**config.mk**
```make
export PLATFORM = sky130hd
export DESIGN_NAME = ifft_cmul_arbiter
export DESIGN_NICKNAME = d
export VERILOG_FILES = /design/src/rtl/ifft_cmul_arbiter.sv
export SDC_FILE = /design/constraint.sdc
export NUM_CORES = 1
export LEC_CHECK = 0
export CAP_MARGIN = 30
export CORE_AREA = 2 2 115 117
export CTS_BUF_LIST = sky130_fd_sc_hd__clkbuf_4
export CTS_CLUSTER_SIZE = 25
export DETAILED_ROUTE_END_ITERATION = 6
export DIE_AREA = 0 0 117 119
export HOLD_SLACK_MARGIN = 0.15
export PLACE_DENSITY = 0.75
export SYNTH_ARGS = -nofsm -noshare
export SYNTH_HDL_FRONTEND = slang
export SYNTH_SLANG_ARGS = --single-unit
```
**constraint.sdc**
```tcl
create_clock -name clk -period 2.3 [get_ports clk]
set_input_delay 0.69 -clock clk [delete_from_list [all_inputs] [get_ports clk]]
set_output_delay 0.69 -clock clk [all_outputs]
set_load 0.05 [all_outputs]
```
**src/rtl/ifft_cmul_arbiter.sv**
```systemverilog
// rtl/ifft_cmul_arbiter.sv - round-robin share of one complex multiplier between two requesters
module ifft_cmul_arbiter #(
  parameter int DATA_W    = 16,
  parameter bit INIT_LAST = 1'b1
) (
  input  logic              clk,
  input  logic              rst_n,
  input  logic              req0_valid,
  output logic              req0_ready,
  input  logic [DATA_W-1:0] req0_op1_real,
  input  logic [DATA_W-1:0] req0_op1_imag,
  input  logic [DATA_W-1:0] req0_op2_real,
  input  logic [DATA_W-1:0] req0_op2_imag,
  input  logic              req1_valid,
  output logic              req1_ready,
  input  logic [DATA_W-1:0] req1_op1_real,
  input  logic [DATA_W-1:0] req1_op1_imag,
  input  logic [DATA_W-1:0] req1_op2_real,
  input  logic [DATA_W-1:0] req1_op2_imag,
  output logic [DATA_W-1:0] mul_op_1_real,
  output logic [DATA_W-1:0] mul_op_1_imag,
  output logic [DATA_W-1:0] mul_op_2_real,
  output logic [DATA_W-1:0] mul_op_2_imag,
  input  logic [DATA_W-1:0] mul_result_real,
  input  logic [DATA_W-1:0] mul_result_imag,
  output logic              rsp0_valid,
  input  logic              rsp0_ready,
  output logic [DATA_W-1:0] rsp0_real,
  output logic [DATA_W-1:0] rsp0_imag,
  output logic              rsp1_valid,
  input  logic              rsp1_ready,
  output logic [DATA_W-1:0] rsp1_real,
  output logic [DATA_W-1:0] rsp1_imag,
  output logic              last_grant
);

  logic elig0, elig1, grant0, grant1;

  // A slot being drained this cycle can accept the next product without a bubble.
  assign elig0  = req0_valid && (!rsp0_valid || rsp0_ready);
  assign elig1  = req1_valid && (!rsp1_valid || rsp1_ready);
  assign grant0 = rst_n && elig0 && (!elig1 || last_grant);
  assign grant1 = rst_n && elig1 && (!elig0 || !last_grant);

  assign req0_ready = grant0;
  assign req1_ready = grant1;

  always_comb begin
    mul_op_1_real = '0;
    mul_op_1_imag = '0;
    mul_op_2_real = '0;
    mul_op_2_imag = '0;
    if (grant0) begin
      mul_op_1_real = req0_op1_real;
      mul_op_1_imag = req0_op1_imag;
      mul_op_2_real = req0_op2_real;
      mul_op_2_imag = req0_op2_imag;
    end else if (grant1) begin
      mul_op_1_real = req1_op1_real;
      mul_op_1_imag = req1_op1_imag;
      mul_op_2_real = req1_op2_real;
      mul_op_2_imag = req1_op2_imag;
    end
  end

  always_ff @(posedge clk) begin
    if (!rst_n) begin
      rsp0_valid <= 1'b0;
      rsp0_real  <= '0;
      rsp0_imag  <= '0;
      rsp1_valid <= 1'b0;
      rsp1_real  <= '0;
      rsp1_imag  <= '0;
      last_grant <= INIT_LAST;
    end else begin
      if (grant0) begin
        rsp0_valid <= 1'b1;
        rsp0_real  <= mul_result_real;
        rsp0_imag  <= mul_result_imag;
        last_grant <= 1'b0;
      end else if (rsp0_ready) begin
        rsp0_valid <= 1'b0;
      end
      if (grant1) begin
        rsp1_valid <= 1'b1;
        rsp1_real  <= mul_result_real;
        rsp1_imag  <= mul_result_imag;
        last_grant <= 1'b1;
      end else if (rsp1_ready) begin
        rsp1_valid <= 1'b0;
      end
    end
  end

endmodule

```
==> flow_metrics.env, run 1 <==
export IMPL_antenna_cells=0
export IMPL_placement_rows=42
export IMPL_dp_area_um2=7870
export IMPL_postSynthCellCount=483
export IMPL_port_buffers=298
export IMPL_clkTransAtPathRegs_ns=0.11
export IMPL_postSynthNetCount=649
export IMPL_remaining_drcs=0
export IMPL_netlist_area_leader_share_pct=37.8
export IMPL_worst_slack_ns=-0.305
export IMPL_timing_final_crit_share_pct=113
export IMPL_ioPinCount=299
export IMPL_timing_setup_critical_path_class="in2out"
export IMPL_seq_area_frac_synth_pct=37.8
export IMPL_synthesis_area_um2=3540
export IMPL_place_detailed_instances=957
export IMPL_layout_drive_gt1_share_pct=27.9
export IMPL_synth_top_cell_by_area="dfxtp_1"
export IMPL_globalRoute_totalOverflow=0
export IMPL_antenna_violating_nets_post_route=0
export IMPL_floorplan_die_width_um=117
export IMPL_setup_worst_path_start_class="input pin"
export IMPL_placeableCoreArea_um2=12900
export IMPL_drt_total_wl_um=16800
export IMPL_worst_slew_pin_slew_ns=0.540
export IMPL_hpwl_um=12500
export IMPL_vias=4734
export IMPL_violations="negative setup slack"
export IMPL_finalClockSkew_ns=0.0127
export IMPL_total_of_max_cap_violations=0
export IMPL_grt_usage_pct=23.5
export IMPL_htree_num_levels=3
export IMPL_synthesis_area_per_instance_um2=7.34
export IMPL_gpl_final_weighted_congestion=0.812
export IMPL_ctsHoldBuffers=0
export IMPL_yosysWarningCount=0
export IMPL_violation_count_after_the_first_detailed_route_iteration=251
export IMPL_ys_types=19
export IMPL_finish_instance_area_um2=8450
export IMPL_static_leakage_power_nw=3.70
export IMPL_pin_count_of_the_biggest_net_entering_global_routing=40
export IMPL_floorplan_initialDensity_pct=27.5
export IMPL_timing_final_crit_period_ns=2.61
export IMPL_worst_path_maximum_fanout=6
export IMPL_achievable_frequency_mhz=384
export IMPL_finalMaxSlewViolations=0
export IMPL_clock_latency_on_the_worst_skew_pair_ns=0.43
export IMPL_wire_length_of_the_first_global_routing_pass_um=25600
export IMPL_powerDensity_nw_per_um2=487
export IMPL_outcome="finished, violations left"
export IMPL_final_setup_viol_count=66
export IMPL_stdcell_count=989
export IMPL_ys_ff_latch=67
export IMPL_area_growth_syn_to_layout_pct=138
export IMPL_worst_r2r_setup_slack_ns=0.36
export IMPL_design_final_nets=974
export IMPL_die_height_um=119
export IMPL_cts_tree="yes"
export IMPL_cts_max_path_buffers=2
export IMPL_signal_arrival_time_at_the_worst_endpoint_ns=1.92
export IMPL_vias_in_the_first_global_route=4950
export IMPL_layout_core_utilization_pct=65.6
export IMPL_cts_num_sinks=67
export IMPL_die_area_um2=13900
export IMPL_vdd_ir_drop_worst_v=0.000372
export IMPL_initial_antenna_violation_count=0
export IMPL_endpoint_kind="output pin"
export IMPL_wl_per_cell_um=17.0
export IMPL_cts_root_buf="clkbuf_4"
export IMPL_post_synth_main_area_contributors="dfxtp_1, nand2_1, mux2i_1, o22ai_1, clkbuf_1"
export IMPL_timing_max_slew_rel_slack_pct=64.0
export IMPL_cts_buffers_inserted=9
export IMPL_vias_per_cell=4.79
export IMPL_cp_required_ns=1.61
export IMPL_firstDrtPassIters=6
export IMPL_unrepaired_setup_endpoints_after_global_routing="yes"
export IMPL_hold_path_class="reg2reg"
export IMPL_number_of_hold_violations_in_the_final_report=0
==> cell usage after synthesis <==
cell type	n
nand2_1	225
dfxtp_1	67
mux2i_1	64
o22ai_1	64
clkbuf_1	28
buf_2	12
buf_4	4
nor2_1	4
o21ai_0	3
a21oi_1	2
nand2b_1	2
and2b_1	1
buf_1	1
inv_1	1
inv_2	1
nor2b_1	1
nor4_1	1
o211ai_2	1
o311ai_4	1
==> routing by layer <==
metal / global-route usage (%) / share of wire [%] / routed length (um)
met1: 24.1 / 36 / 6000
met5: 0 / 0 / 0
met3: 6.77 / 7.2 / 1220
met2: 43.2 / 53 / 8920
met4: 10.4 / 3.9 / 646
==> registers in the layout (all words and copies together) (netlist names) <==
register,count
rsp0_real,16
rsp1_real,16
last_grant,1
rsp0_valid,1
rsp1_valid,1
rsp0_imag,16
rsp1_imag,16
==> power by group <==
group / switching, mW / internal, mW / total (mW)
Combinational: 1.22 / 0.944 / 2.17
Sequential: 0.0421 / 1.24 / 1.29
Clock: 0.449 / 0.218 / 0.666
==> kinds of logic after synthesis <==
| group | after synthesis | share of synthesized area (%) |
|---|---|---|
| compound gates | 71 | 13.1 |
| mux | 64 | 18.1 |
| simple gates | 234 | 25.2 |
| flops | 67 | 37.8 |
| buf+inv | 47 | 5.82 |
==> cells in the final DEF, fill, tap and decap left out, types with 3 or more instances in the layout <==
cell | Yosys | final
buf_8 | 0 | 9
dfxtp_1 | 67 | 64
nand2_1 | 225 | 224
clkinv_2 | 0 | 3
dlygate4sd2_1 | 0 | 63
mux2i_1 | 64 | 64
clkdlybuf4s50_1 | 0 | 160
o21ai_0 | 3 | 3
buf_4 | 4 | 26
o22ai_4 | 0 | 64
buf_12 | 0 | 24
buf_6 | 0 | 72
clkbuf_4 | 0 | 9
==> worst max-delay path: stages <==
cell and delay [ns]:
buf_6 0.09, and2b_2 0.23, o211ai_4 0.11, buf_12 0.17, buf_12 0.12, buf_12 0.13, o22ai_4 0.17, buf_6 0.18
==> metrics by stage <==
stage / power [mW] / TNS, ns / hold WS, ns / worst slack (ns)
5_1_grt: 4.30 / -19.97 / 0.484 / -0.378
2_1_floorplan: 2.58 / -5.90 / 0.657 / -0.102
4_1_cts: 4.17 / -19.25 / 0.467 / -0.364
6_report: 4.12 / -14.43 / 0.465 / -0.305
3_5_place_dp: 3.36 / -64.07 / 0.456 / -0.647
3_3_place_gp: 3.33 / -59.67 / 0.445 / -0.609
==> area by class of cell <==
type / instances / area (um^2)
fill: 1011 / 4420
timing repair buffer: 359 / 3840
multi-input combinational: 369 / 2920
sequential: 67 / 1350
tap: 176 / 220
clock buffer: 9 / 67.6
clock inverter: 7 / 43.8
inverter: 2 / 7.51
==> path summary, 6_finish.rpt <==
path	start	end	cells past startpoint
setup / recovery	rsp0_ready	mul_op_2_imag[6]	8
hold / removal	rsp1_imag[7]	rsp1_imag[7]	2
setup reg to reg	rsp0_valid	rsp1_imag[6]	6
hold reg to reg	rsp1_imag[7]	rsp1_imag[7]	2
==> what timing repair did <==
action                     in CTS  in global routing
setup endpoints to repair     132                 66
gates cloned                    5                  0
pin swaps                      11                  6
setup buffers                  13                  2
resized for setup             169                  7
Note: power is estimated with default switching activity, not from simulation.
==> run 2, diff against run 1 <==
--- a/config.mk
+++ b/config.mk
@@ -8,7 +8,8 @@
 export CAP_MARGIN = 30
 export CORE_AREA = 2 2 115 117
 export CTS_BUF_LIST = sky130_fd_sc_hd__clkbuf_4
-export CTS_CLUSTER_SIZE = 25
+export CTS_CLUSTER_DIAMETER = 150
+export CTS_CLUSTER_SIZE = 24
 export DETAILED_ROUTE_END_ITERATION = 6
 export DIE_AREA = 0 0 117 119
 export HOLD_SLACK_MARGIN = 0.15
==> results of run 2 <==
Same layout as run 1: the final DEF is identical, and so are final timing and power.
==> edit, RTL diff (settings of run 1) <==
The parameter `DATA_W` goes from 16 to 14.
--- a/src/rtl/ifft_cmul_arbiter.sv
+++ b/src/rtl/ifft_cmul_arbiter.sv
@@ -1,6 +1,6 @@
 // rtl/ifft_cmul_arbiter.sv - round-robin share of one complex multiplier between two requesters
 module ifft_cmul_arbiter #(
-  parameter int DATA_W    = 16,
+  parameter int DATA_W    = 14,
   parameter bit INIT_LAST = 1'b1
 ) (
   input  logic              clk,
Ports: changed (18 resized); port bits go from 299 to 263. No check against the original RTL was run, so the function may have changed too.
==> edit against run 1 <==
The flow still finishes with violations (negative setup slack); first-iteration DRC count shrank 64%; die area stayed put; synthesized cell count fell by 12%; via count shrank 15%; synthesized area decreased by 4.3%; setup slack worse by 0.093 ns; design area decreased by 13%; sequential power fell by 12%; sequential cell count decreased by 8; fmax shrank 3.5%; power is 12% lower; wire length is 20% lower; cell count decreased by 11%; largest power group unchanged; highest routed layer unchanged.
==> edit: results (changes against run 1) <==
Fillers = 1101 (+8.9%)
Register area share after synthesis = 34.8% (-3.0 points)
Initial DRC Count = 91 (-64%)
Initial antenna violation count = 1 (+1)
Final Worst Setup Slack = -0.398 ns (-0.0931 ns)
Final nets = 842 (-14%)
First-pass GRT wire length = 20600 um (-20%)
Combinational power = 1.90 mW (-12%)
Slew margin rel. = 46.1% (-18 points)
Switch share = 40.2% (-1.4 points)
Setup Buffers After CTS = 8 (-5)
Vias in the first global route = 4137 (-16%)
DP Area = 0.00674 mm^2 (-14%)
Leak Pwr = 3.47 nW (-6.2%)
Crit path from = rsp1_ready
Outcome = finished with violations
Clock latency at the later pin of the worst-skew pair = 0.40 ns (-0.03 ns)
All-Layer GR Usage = 18.9% (-4.6 points)
Gate Count Post-Synth = 424 (-12%)
Drt first pass iters = 4 (-2)
Top post-synthesis cells by area = dfxtp_1 35%, nand2_1 22%, mux2i_1 17%
Max stage delay on crit path = 0.41 ns (+0.18 ns)
WHS = 0.459 ns (-0.00632 ns)
Failing checks = negative setup slack
Max VDD drop = 0.458 mV (+23%)
Setup tns final = -20.37 ns (-5.94 ns)
Worst setup path end = mul_op_1_imag[2]
Setup-failing EPs final = 58 (-12%)
Commonest cells in the netlist = 197 x nand2_1, 59 x dfxtp_1, 56 x mux2i_1
[edit: metal layers]
metal | global-route usage (%) | vias to the layer above | routed length, um
met3 | 6.06 | 19 | 1230
met1 | 20.1 | 1866 | 5040
met4 | 6.40 | 0 | 264
li1 | - | 1967 | -
met5 | 0 | - | 0
met2 | 34.5 | 163 | 6970
[edit: cell type report]
| class | instances | area (um^2) | area share, % |
|---|---|---|---|
| Timing Repair Buffer | 302 | 3340 | 45.2 |
| Clock buffer | 11 | 82.6 | 1.12 |
| Clock inverter | 4 | 18.8 | 0.254 |
| Inverter | 3 | 11.3 | 0.153 |
| Multi-Input combinational cell | 321 | 2530 | 34.2 |
| Tap cell | 176 | 220 | 2.98 |
| Sequential cell | 59 | 1180 | 16.0 |
| Antenna cell | 1 | 2.50 | 0.0339 |
[edit: logic make-up after synthesis]
kind of cell           count (synthesis)  share of synthesized area [%]
DFF                                   59                           34.8
buffers and inverters                 44                           6.78
muxes                                 56                           16.5
and+or+nand+nor                      202                           22.8
AOI/OAI and AO/OA                     63                           19.1
